$ cat config.mk
export PLATFORM = sky130hd
export DESIGN_NAME = subtrator_serial
export DESIGN_NICKNAME = d
export VERILOG_FILES = /design/src/rtl/subtrator_serial.sv
export SDC_FILE = /design/constraint.sdc
export NUM_CORES = 1
export LEC_CHECK = 0
export CAP_MARGIN = 15
export CORE_MARGIN = 4
export CORE_UTILIZATION = 45
export DETAILED_ROUTE_END_ITERATION = 8
export PLACE_DENSITY = 0.67
export SLEW_MARGIN = 20
export SYNTH_ARGS = -nofsm -noshare
export SYNTH_HDL_FRONTEND = slang
export SYNTH_SLANG_ARGS = --single-unit
$ cat constraint.sdc
create_clock -name clk -period 1.7 [get_ports clk]
set_input_delay 0.425 -clock clk [delete_from_list [all_inputs] [get_ports clk]]
set_output_delay 0.425 -clock clk [all_outputs]
set_load 0.02 [all_outputs]
$ cat src/rtl/subtrator_serial.sv
// Bit-serial N-bit subtractor: computes a - b one bit per clock, LSB first,
// through a single one-bit borrow cell. A start/done handshake frames each
// operation; the difference and final borrow are held until the next
// operation completes.
module subtrator_serial #(
  parameter int N = 4
) (
  input  logic         clk,
  input  logic         rst_n,
  input  logic         iniciar,
  input  logic [N-1:0] a,
  input  logic [N-1:0] b,
  output logic         ocupado,
  output logic         pronto,
  output logic [N-1:0] diferenca,
  output logic         emprestimo
);

  localparam int CW = (N > 1) ? $clog2(N) : 1;
  localparam logic [CW-1:0] LAST = CW'(N - 1);

  typedef enum logic [1:0] {
    OCIOSO  = 2'd0,
    CALCULA = 2'd1,
    FIM     = 2'd2
  } estado_t;

  estado_t       estado;
  logic [N-1:0]  sh_a;
  logic [N-1:0]  sh_b;
  // Bits already produced, aligned to the top; the bit being computed this
  // cycle is appended above them to form the next (or final) result.
  logic [N-2:0]  sh_d;
  logic          br;
  logic [CW-1:0] cnt;

  logic          ai;
  logic          bi;
  logic          d;
  logic          br_nxt;
  logic [N-1:0]  res_nxt;

  // One-bit borrow cell applied to the current LSBs of the operand registers.
  assign ai      = sh_a[0];
  assign bi      = sh_b[0];
  assign d       = ai ^ bi ^ br;
  assign br_nxt  = (~ai & bi) | (~(ai ^ bi) & br);
  assign res_nxt = {d, sh_d};

  // Control FSM and serial datapath; outputs are registered alongside state.
  // NOTE: every register here, datapath included, is cleared by reset so that
  // an aborted operation leaves no stale difference or borrow visible.
  always_ff @(posedge clk or negedge rst_n) begin
    if (!rst_n) begin
      estado     <= OCIOSO;
      sh_a       <= '0;
      sh_b       <= '0;
      sh_d       <= '0;
      br         <= 1'b0;
      cnt        <= '0;
      ocupado    <= 1'b0;
      pronto     <= 1'b0;
      diferenca  <= '0;
      emprestimo <= 1'b0;
    end else begin
      // NOTE: non-blocking assignments so every register samples the values
      // from before this edge, regardless of statement order.
      case (estado)
        OCIOSO: begin
          pronto <= 1'b0;
          if (iniciar) begin
            sh_a    <= a;
            sh_b    <= b;
            sh_d    <= '0;
            br      <= 1'b0;
            cnt     <= '0;
            ocupado <= 1'b1;
            estado  <= CALCULA;
          end
        end

        CALCULA: begin
          sh_a <= sh_a >> 1;
          sh_b <= sh_b >> 1;
          sh_d <= res_nxt[N-1:1];
          br   <= br_nxt;
          if (cnt == LAST) begin
            // Last bit: publish the completed result on the edge into FIM.
            diferenca  <= res_nxt;
            emprestimo <= br_nxt;
            ocupado    <= 1'b0;
            pronto     <= 1'b1;
            estado     <= FIM;
          end else begin
            cnt <= cnt + 1'b1;
          end
        end

        FIM: begin
          pronto <= 1'b0;
          estado <= OCIOSO;
        end

        default: begin
          ocupado <= 1'b0;
          pronto  <= 1'b0;
          estado  <= OCIOSO;
        end
      endcase
    end
  end

endmodule

Word level (Yosys, flattened, before mapping)
Index checks and enable logic that the tools add are counted.
{"block": "word_totals", "mem_bits_ro": 0, "latchBits": 0, "wordCells": 51, "ramBits": 0, "reg_bits": 23, "mem_count": 0, "out_inout_bits": 7, "input_bits": 11}
{"block": "op_classes", "n_mul": 0, "order_cmp": 0, "n_eq_ne": 6, "div": 0, "n_reduce_logical": 7, "bitwise": 8, "n_shift": 0, "n_addsub": 1, "mux": 19}
{"operator": "$pmux W4 S2", "n": 2}
{"operator": "$mux W2", "n": 4}
{"operator": "$mux W4", "n": 2}
{"operator": "$pmux W2 S2", "n": 2}
{"operator": "$ne A2 B2 Y1 const B", "n": 3}
{"operator": "$pmux W3 S2", "n": 1}
{"operator": "$reduce_and A2 Y1", "n": 3}
{"operator": "$reduce_and A3 Y1", "n": 2}
{"operator": "$mux W1", "n": 5}
{"operator": "$eq A2 B2 Y1 const B", "n": 2}
{"operator": "$mux W3", "n": 1}
{"operator": "$not A1 Y1", "n": 3}
{"operator": "$pmux W1 S3", "n": 1}
{"operator": "$add A2 B1 Y2 const B", "n": 1}
{"operator": "$and A1 B1 Y1", "n": 2}
{"operator": "$eq A2 B1 Y1 const B", "n": 1}
{"operator": "$logic_not A2 Y1", "n": 1}
{"operator": "$pmux W1 S2", "n": 1}
{"operator": "$reduce_bool A2 Y1", "n": 1}
{"operator": "$xor A1 B1 Y1", "n": 2}
{"operator": "$or A1 B1 Y1", "n": 1}

Logic depth before layout (Yosys ltp)
Gate-level depths: netlist of run 1.
{"block": "logic_depth", "word_depth": 5, "ltp_mapped": 5, "ltp_nobuf": 4}

Worst setup path before layout of run 1
Ideal clock, no wire load.
{"block": "synth_timing", "kind": "reg-to-reg", "start": "register cnt[0]", "end": "register diferenca[0]", "t_required_ps": 1575, "period_less_slack_ps": 1314, "slack_ps": 386, "arrival_time_ps": 1190, "stages_incl_launch_ff": 4, "n_path_buf": 0, "setup_ps": 125, "path_cell_list": "dfrtp_1 > ha_1 > nand3b_1 > mux2_2"}
{"block": "synth_between", "elab_chain_len": 2}
{"element": "from (decl)", "line_no": "35", "source": "logic [CW-1:0] cnt;"}
{"element": "from (signal assigned)", "line_no": "95", "source": "cnt <= cnt + 1'b1;"}
{"element": "$eq A2 B2 Y1", "line_no": "87", "source": "if (cnt == LAST) begin"}
{"element": "$reduce_and A2 Y1 (no line)"}
{"element": "to (signal assigned)", "line_no": "89", "source": "diferenca <= res_nxt;"}
{"element": "to (decl)", "line_no": "15", "source": "output logic [N-1:0] diferenca,"}
Every way passes these cells.
A chain may end at the register's enable or synchronous reset.

Final worst setup path of run 1
{"block": "layout_timing", "start": "register ocupado", "end": "output ocupado"}
{"element": "from (decl)", "line_no": "13", "source": "output logic ocupado,"}
{"element": "from (signal assigned)", "line_no": "61", "source": "ocupado <= 1'b0;"}
{"element": "from (signal assigned)", "line_no": "77", "source": "ocupado <= 1'b1;"}
{"element": "from (signal assigned)", "line_no": "91", "source": "ocupado <= 1'b0;"}
No word-level cell between the ends.

==> impl_metrics.ini, run 1 <==
[status]
run_status = completed

[global_routing]
grt_most_used_layer = met2
grt_antenna_before_repair = 0
grt.overflow.total = 0
global_route.usage.met1 = 0.1768
groute.layer.met2.usage = 0.2145
grt_first_pass_wirelength_um = 3291
grt_start_max_net_pins = 24
gr-usage-all-layers = 0.1319
number_of_global_route_vias_before_repair = 724
use_met3 = 0.03248

[clock_tree]
cts-htree-levels = 1
clock_insertion_delay_worst_skew_ps = 300
cts_sinks = 23
cts_buffers = 3
clockRootBuffer = clkbuf_4
tritoncts = done
clk_pin_slew_ps = 130
max-clock-path-buffers = 2
ctsHoldBuffers = 0

[sta]
fin_worst_skew_ps = 5.148
post-route-period-util = 0.8532
max_freq_mhz = 689.4
timing.slew.headroom = 0.7675
setup_tns_ps = 0
final-max-slew-violation-count = 0
unrepaired_setup_endpoints_after_global_routing = false
period_needed_ps = 1450
final_hold_viol_count = 0
setup_viol = 0
layout_setup_ws_ps = 249.5
tightestPinTransition_ps = 348.8

[power]
total_leakage_power_nw = 0.5884
power_density_over_the_cells_nw_per_um2 = 1731
highest_ir_drop_seen_on_vdd_mv = 0.9027

[die]
placement_rows = 17
die_w_um = 55.69
chipHeight_um = 55.69
floorplan_die_area_um2 = 3101
initial_core_util = 0.4672
core_area_um2 = 2191
number_of_top_level_pins = 18

[placement]
gp_congestion = 0.7020
hpwl_um = 1419
io_buffer_count = 17
post_place_setup_slack_ps = 32.56

[synthesis]
main_combinational_cell_family_by_area_after_synthesis = compound AO/OA/AOI/OAI gates
yosys_warnings = 0
synth_compound_gate_area_share = 0.1968
synth_cell_types = 24
synth-seq-area-share = 0.5623
netlist_area_um2 = 1023
synth_xor_xnor_area_share = 0
synthCells = 95
postSynthNetCount = 109
muxShareOfSynthArea = 0.04401
synthSimpleGateAreaFrac = 0.1051
post_synth.cell_area_avg_um2 = 10.77
ys_seq_elements = 23
synth_adder_area_share = 0.04401

[worst_setup_path]
worst_ep_required_time_ps = 1270
worst_setup_path_type = register to primary output
start_kind = register
worstPathArrival_ps = 1030
cpPeakStageDelay_ps = 410
crit_fanout = 3
critical-path-top-delay-family = flip-flops
critical_path.cell_chain = dlygate4sd2_1
worst-path-buf-inv = 1
critical_path.endpoint_type = primary output
cp_max_stage_cell = dfrtp_1

[finish]
num_antenna_cells = 0
fillerInstances = 202
drive_above_1_share = 0.1293
areaGrowthSynthToFinish_pct = 22.62
most_frequent_cells_in_the_layout = 23 x dfrtp_1, 10 x o22ai_1, 10 x clkdlybuf4s50_1
final_common_cell = dfrtp_1
final_net_count = 131

[routing]
drt_iter0_drc = 13
dr_total_vias = 748
detail_route.wirelength_um = 1922
detail-route-antenna-nets = 0
vias_per_cell = 5.194
drt_pre_antenna_iters = 4
drc = 0
drt-wirelength-per-cell_um = 13.35

[run]
timing.max_cap.violations = 0

[min_path]
min-delay-path-class = input port to async pin
## per-layer routing
layer  routed length, µm  vias to the layer above
li1                    -                      379
met1                 897                      357
met2                 938                       10
met3                  72                        2
met4                  13                        0
met5                   0                        -
## sequential cells by signal (all words and copies together), names as in the netlist
| register | cells |
|---|---|
| br | 1 |
| cnt | 2 |
| diferenca | 4 |
| emprestimo | 1 |
| estado | 2 |
| ocupado | 1 |
| pronto | 1 |
| sh_a | 4 |
| sh_b | 4 |
| sh_d | 3 |
## repair_timing
action | CTS | global route
buffers inserted | 0 | 0
resized for setup | 6 | 1
endpoints found under the hold margin | 0 | 0
setup endpoints to repair | 6 | 1
## logic make-up after synthesis
logic type	after synthesis
AOI/OAI and AO/OA	33
adders and majority gates	3
buffers and inverters	10
DFF	23
muxes	4
and+or+nand+nor	22
## final timing paths
path / start / cells after the start / end / slack, ps
max: ocupado / 1 / ocupado / 250
max in group asynchronous: rst_n / 2 / estado[1] / 1010
max reg2reg: cnt[0] / 3 / diferenca[1] / 250
min reg2reg: ocupado / 2 / ocupado / 500
min in group clk: ocupado / 2 / ocupado / 500
min: rst_n / 2 / sh_b[0] / 470
## cell type report
type	instances	area (µm²)	area share
clock inverter	1	5.005	0.003988
timing repair buffer	21	195.2	0.1555
tap	28	35.03	0.02792
multi-input combinational	62	399.1	0.3180
inverter	6	22.52	0.01795
sequential	23	575.6	0.4586
clock buffer	3	22.52	0.01795
## synth_stat cells
cell type  number  share of area
dfrtp_1        23           0.56
buf_6           1          0.011
nor2_1          7          0.026
a21oi_2         1         0.0086
buf_2           2         0.0098
fa_1            1          0.020
clkinv_1        1         0.0037
nand2b_1        2          0.012
o21ai_0         9          0.044
a21oi_1         7          0.034
o21bai_1        1         0.0073
clkbuf_2        1         0.0049
a22o_1          3          0.026
inv_1           5          0.018
or4b_4          1          0.013
mux2_2          4          0.044
o21ai_2         1         0.0086
nor2b_1         2          0.012
a22oi_1         1         0.0073
ha_1            2          0.024
nor3_1          1         0.0049
nand2_1         8          0.029
nand3b_1        1         0.0073
o22ai_1        10          0.061
## report_power, final
part           internal, mW  leakage (nW)  total [mW]  switching [mW]
Sequential            0.792         0.285       0.979           0.187
Clock                0.0875        0.0177       0.245           0.158
Combinational         0.437         0.285       0.947           0.510
## through the flow
stage          hold WS (ps)  area [µm²]  power [mW]    util  cells
2_1_floorplan         129.4        1023       1.661       -     95
3_3_place_gp          463.9        1232       1.966  0.5625    140
3_5_place_dp          474.1        1232       2.000  0.5625    140
4_1_cts               470.6        1252       2.202  0.5717    144
5_1_grt               476.4        1255       2.345  0.5728    144
6_report              468.6        1255       2.172  0.5728    144
No activity file was read; power rests on OpenSTA's default activity.
==> inputs of run 2 (changes only) <==
--- a/config.mk
+++ b/config.mk
@@ -7,9 +7,9 @@
 export LEC_CHECK = 0
 export CAP_MARGIN = 15
 export CORE_MARGIN = 4
-export CORE_UTILIZATION = 45
+export CORE_UTILIZATION = 50
 export DETAILED_ROUTE_END_ITERATION = 8
-export PLACE_DENSITY = 0.67
+export PLACE_DENSITY = 0.73
 export SLEW_MARGIN = 20
 export SYNTH_ARGS = -nofsm -noshare
 export SYNTH_HDL_FRONTEND = slang
==> impl_metrics.ini, run 2 (synthesized netlist as in run 1, its figures left out) <==
[sta]
fin_worst_skew_ps = 1.833
whs_ps = 465.6
final_hold_viol_count = 0
timing.slew.headroom = 0.7379
tightestPinTransition_ps = 393.1
max_freq_mhz = 680.5
setup_tns_ps = 0
setup_viol = 0
period_needed_ps = 1469
final-max-slew-violation-count = 0
post-route-period-util = 0.8644
unrepaired_setup_endpoints_after_global_routing = false

[placement]
gp_congestion = 0.6911
io_buffer_count = 17
hpwl_um = 1404

[clock_tree]
cts_sinks = 23
ctsHoldBuffers = 0
cts_buffers = 3
max-clock-path-buffers = 2
postCtsSetupRepairBufs = 0
tritoncts = done
clockRootBuffer = clkbuf_4
clk_pin_slew_ps = 120
cts-resized-gates = 7
cts-htree-levels = 1
clock_insertion_delay_worst_skew_ps = 300

[die]
initial_core_util = 0.5217
core_area_um2 = 1962
floorplan_die_area_um2 = 2835
number_of_top_level_pins = 18
chipHeight_um = 53.25
placement_rows = 16
die_w_um = 53.25

[run]
timing.max_cap.violations = 0

[power]
power_density_over_the_cells_nw_per_um2 = 1746
total_leakage_power_nw = 0.5777
highest_ir_drop_seen_on_vdd_mv = 1.058

[global_routing]
grt.overflow.total = 0
grt_start_max_net_pins = 24
use_met3 = 0.02535
grt_first_pass_wirelength_um = 3346
number_of_global_route_vias_before_repair = 739
grt_antenna_before_repair = 0
grt_most_used_layer = met2
groute.layer.met2.usage = 0.2673
gr-usage-all-layers = 0.1629
global_route.usage.met1 = 0.2130

[finish]
num_antenna_cells = 0
top_regs = diferenca: 4 flops, sh_a: 4 flops, sh_b: 4 flops
final_net_count = 131
final_common_cell = dfrtp_1
drive_above_1_share = 0.1293
fillerInstances = 182
areaGrowthSynthToFinish_pct = 22.13
most_frequent_cells_in_the_layout = 23 x dfrtp_1, 10 x o22ai_1, 10 x clkdlybuf4s50_1

[routing]
detail_route.wirelength_um = 1948
drt_iter0_drc = 16
drt-wirelength-per-cell_um = 13.62
drc = 0
drt_pre_antenna_iters = 4
vias_per_cell = 5.406
dr_total_vias = 773
detail-route-antenna-nets = 0

[worst_setup_path]
critical_path.endpoint_type = primary output
worstPathArrival_ps = 1040
cp_max_stage_cell = dfrtp_1
critical-path-top-delay-family = flip-flops
crit_fanout = 2
worst-path-buf-inv = 1
worst_ep_required_time_ps = 1270
cpPeakStageDelay_ps = 410
worst_setup_path_type = register to primary output
critical_path.cell_chain = dlygate4sd2_1
start_kind = register

[min_path]
min-delay-path-class = input port to async pin

[status]
run_status = completed
-- run 2: cell count changes in the layout (fill, tap and decap cells not counted) --
cell	before	now
dlygate4sd2_1	6	7
dlymetal6s2s_1	1	0
-- run 2: stage by stage --
step           utilization  cells  setup slack, ps  area, µm²  power, mW
6_report            0.6371    143            230.6       1250      2.182
5_1_grt             0.6371    143            161.3       1250      2.363
4_1_cts             0.6371    143            209.5       1250      2.205
3_5_place_dp        0.6276    139            67.90       1231      2.006
3_3_place_gp        0.6276    139            110.1       1231      1.965
2_1_floorplan            -     95            385.8       1023      1.661
-- run 2: worst paths after layout --
path	startpoint	cells after the start	slack, ps	endpoint
max in group asynchronous	rst_n	2	1010	sh_a[3]
setup reg to reg	cnt[0]	3	240	diferenca[0]
setup / recovery	emprestimo	1	230	emprestimo
hold / removal	rst_n	2	470	emprestimo
hold reg to reg	br	2	500	br
min in group clk	br	2	500	br
-- run 2: power breakdown --
group | total [mW] | leakage, nW | internal (mW) | switching [mW]
sequential | 0.990 | 0.285 | 0.792 | 0.198
combinational | 0.944 | 0.275 | 0.440 | 0.504
clock | 0.248 | 0.0177 | 0.0877 | 0.160
total | 2.18 | 0.578 | 1.32 | 0.862
-- run 2: layout make-up --
type	instances	area [µm²]	share of cell area
Clock buffer	3	22.52	0.01802
Inverter	6	22.52	0.01802
Timing Repair Buffer	21	191.4	0.1532
Multi-Input combinational cell	62	399.1	0.3193
Tap cell	27	33.78	0.02703
Clock inverter	1	5.005	0.004004
Sequential cell	23	575.6	0.4605
-- run 2: routing by layer --
metal  vias to the layer above  wire length (µm)  share of wire
met5                         -                 0              0
met4                         0                28          0.014
met3                         4                75          0.039
met2                        12               902           0.46
met1                       379               942           0.48
li1                        378                 -              -
==> inputs of run 3 (changes only) <==
--- a/config.mk
+++ b/config.mk
@@ -10,6 +10,7 @@
 export CORE_UTILIZATION = 50
 export DETAILED_ROUTE_END_ITERATION = 8
 export PLACE_DENSITY = 0.73
+export REMOVE_ABC_BUFFERS = 1
 export SLEW_MARGIN = 20
 export SYNTH_ARGS = -nofsm -noshare
 export SYNTH_HDL_FRONTEND = slang
==> impl_metrics.ini, run 3 (synthesized netlist as in run 1, its figures left out) <==
[placement]
placed_area_um2 = 1246
hpwl_um = 1526
place.detailed.instances = 141
io_buffer_count = 17
gp_congestion = 0.7522
post_place_setup_slack_ps = 48.54

[routing]
vias_per_cell = 5.366
detail_route.wirelength_um = 2040
dr_total_vias = 778
detail-route-antenna-nets = 0
drt_pre_antenna_iters = 4
drt_iter0_drc = 10
drt-wirelength-per-cell_um = 14.07
drc = 0

[finish]
most_frequent_cells_in_the_layout = 23 x dfrtp_1, 10 x o22ai_1, 10 x clkdlybuf4s50_1
final_design_utilization = 0.6448
areaGrowthSynthToFinish_pct = 23.59
design_area_um2 = 1265
drive_above_1_share = 0.1441
final_common_cell = dfrtp_1
final_net_count = 133
top_regs = diferenca: 4 flops, sh_a: 4 flops, sh_b: 4 flops
num_antenna_cells = 0
fin_cells = 145

[worst_setup_path]
worstPathArrival_ps = 1690
timing.rr.end = diferenca[2]
r2r-start = cnt[0]
worst-r2r-cell-count = 3
crit_fanout = 7
worst_ep_required_time_ps = 1900
start_kind = register
critical_path.endpoint_type = register
worst_setup_path_type = register to register
ff2ff_setup_slack_ps = 220

[global_routing]
grt_first_pass_wirelength_um = 3463
grt_most_used_layer = met2
global_route.usage.met1 = 0.2109
use_met3 = 0.02535
gr-usage-all-layers = 0.1681
grt_antenna_before_repair = 0
grt_start_max_net_pins = 24
number_of_global_route_vias_before_repair = 797
grt.overflow.total = 0
groute.layer.met2.usage = 0.3000

[min_path]
min-delay-path-class = input port to async pin

[clock_tree]
tritoncts = done
clk_pin_slew_ps = 130
cts_sinks = 23
max-clock-path-buffers = 2
ctsHoldBuffers = 0
cts-htree-levels = 1
clockRootBuffer = clkbuf_4
cts_buffers = 3
clock_insertion_delay_worst_skew_ps = 300

[die]
initial_core_util = 0.5217
floorplan_die_area_um2 = 2835
placement_rows = 16
core_area_um2 = 1962
die_w_um = 53.25
chipHeight_um = 53.25
number_of_top_level_pins = 18

[power]
share_clk_of_total_power = 0.115
switching_share = 0.4003
seq_power_share = 0.446
combinationalPowerShare = 0.440
report.power.total_mw = 2.213
power_density_over_the_cells_nw_per_um2 = 1749
highest_ir_drop_seen_on_vdd_mv = 1.041
total_leakage_power_nw = 0.5879
power_report.internal_total_mw = 1.327
power.net_switching_mw = 0.8857

[sta]
setup_viol = 0
whs_ps = 458.7
tightestPinTransition_ps = 342.5
period_needed_ps = 1482
fin_worst_skew_ps = 2.129
layout_setup_ws_ps = 217.6
unrepaired_setup_endpoints_after_global_routing = false
final_hold_viol_count = 0
setup_tns_ps = 0
timing.slew.headroom = 0.7717
final-max-slew-violation-count = 0
post-route-period-util = 0.8720
max_freq_mhz = 674.6

[status]
run_status = completed

[run]
timing.max_cap.violations = 0
-- run 3: routing by layer --
| metal | routed length [µm] | vias to the layer above |
|---|---|---|
| met5 | 0 | - |
| met4 | 8 | 0 |
| met3 | 64 | 2 |
| met2 | 1021 | 11 |
| met1 | 946 | 384 |
| li1 | - | 381 |
-- run 3: worst max path at each step --
stage                         to     from  cells after the start
floorplan           diferenca[0]   cnt[0]                      3
global placement         sh_b[2]  iniciar                      4
detailed placement       sh_b[2]  iniciar                      4
CTS                 diferenca[2]   cnt[0]                      3
global route        diferenca[2]   cnt[0]                      3
finish              diferenca[2]   cnt[0]                      3
-- run 3: power groups by stage --
stage               logic [mW]  registers (mW)  clock network (mW)
floorplan                0.563            1.05                   0
global placement         0.984           0.988                   0
detailed placement        1.03            1.01                   0
CTS                      0.986           0.987               0.259
global route              1.10            1.03               0.275
finish                   0.973           0.986               0.254
-- run 3: cell type report --
| class | count | area, µm² |
|---|---|---|
| flip-flops and latches | 23 | 575.6 |
| repair buffers | 23 | 206.4 |
| multi-input cells | 62 | 399.1 |
| well taps | 27 | 33.78 |
| clock buffers | 3 | 22.52 |
| inverters | 6 | 22.52 |
| fillers | 172 | 696.9 |
| clock inverters | 1 | 5.005 |
-- run 3: critical path, cell delays in order, from the launching register on --
cell and delay (ps):
dfrtp_1 440, ha_1 270, nand3b_1 270, mux2_2 390
-- run 3: repair_timing --
item	CTS	global route
endpoints found under the setup margin	7	0
setup buffers	0	0
resized for setup	7	0
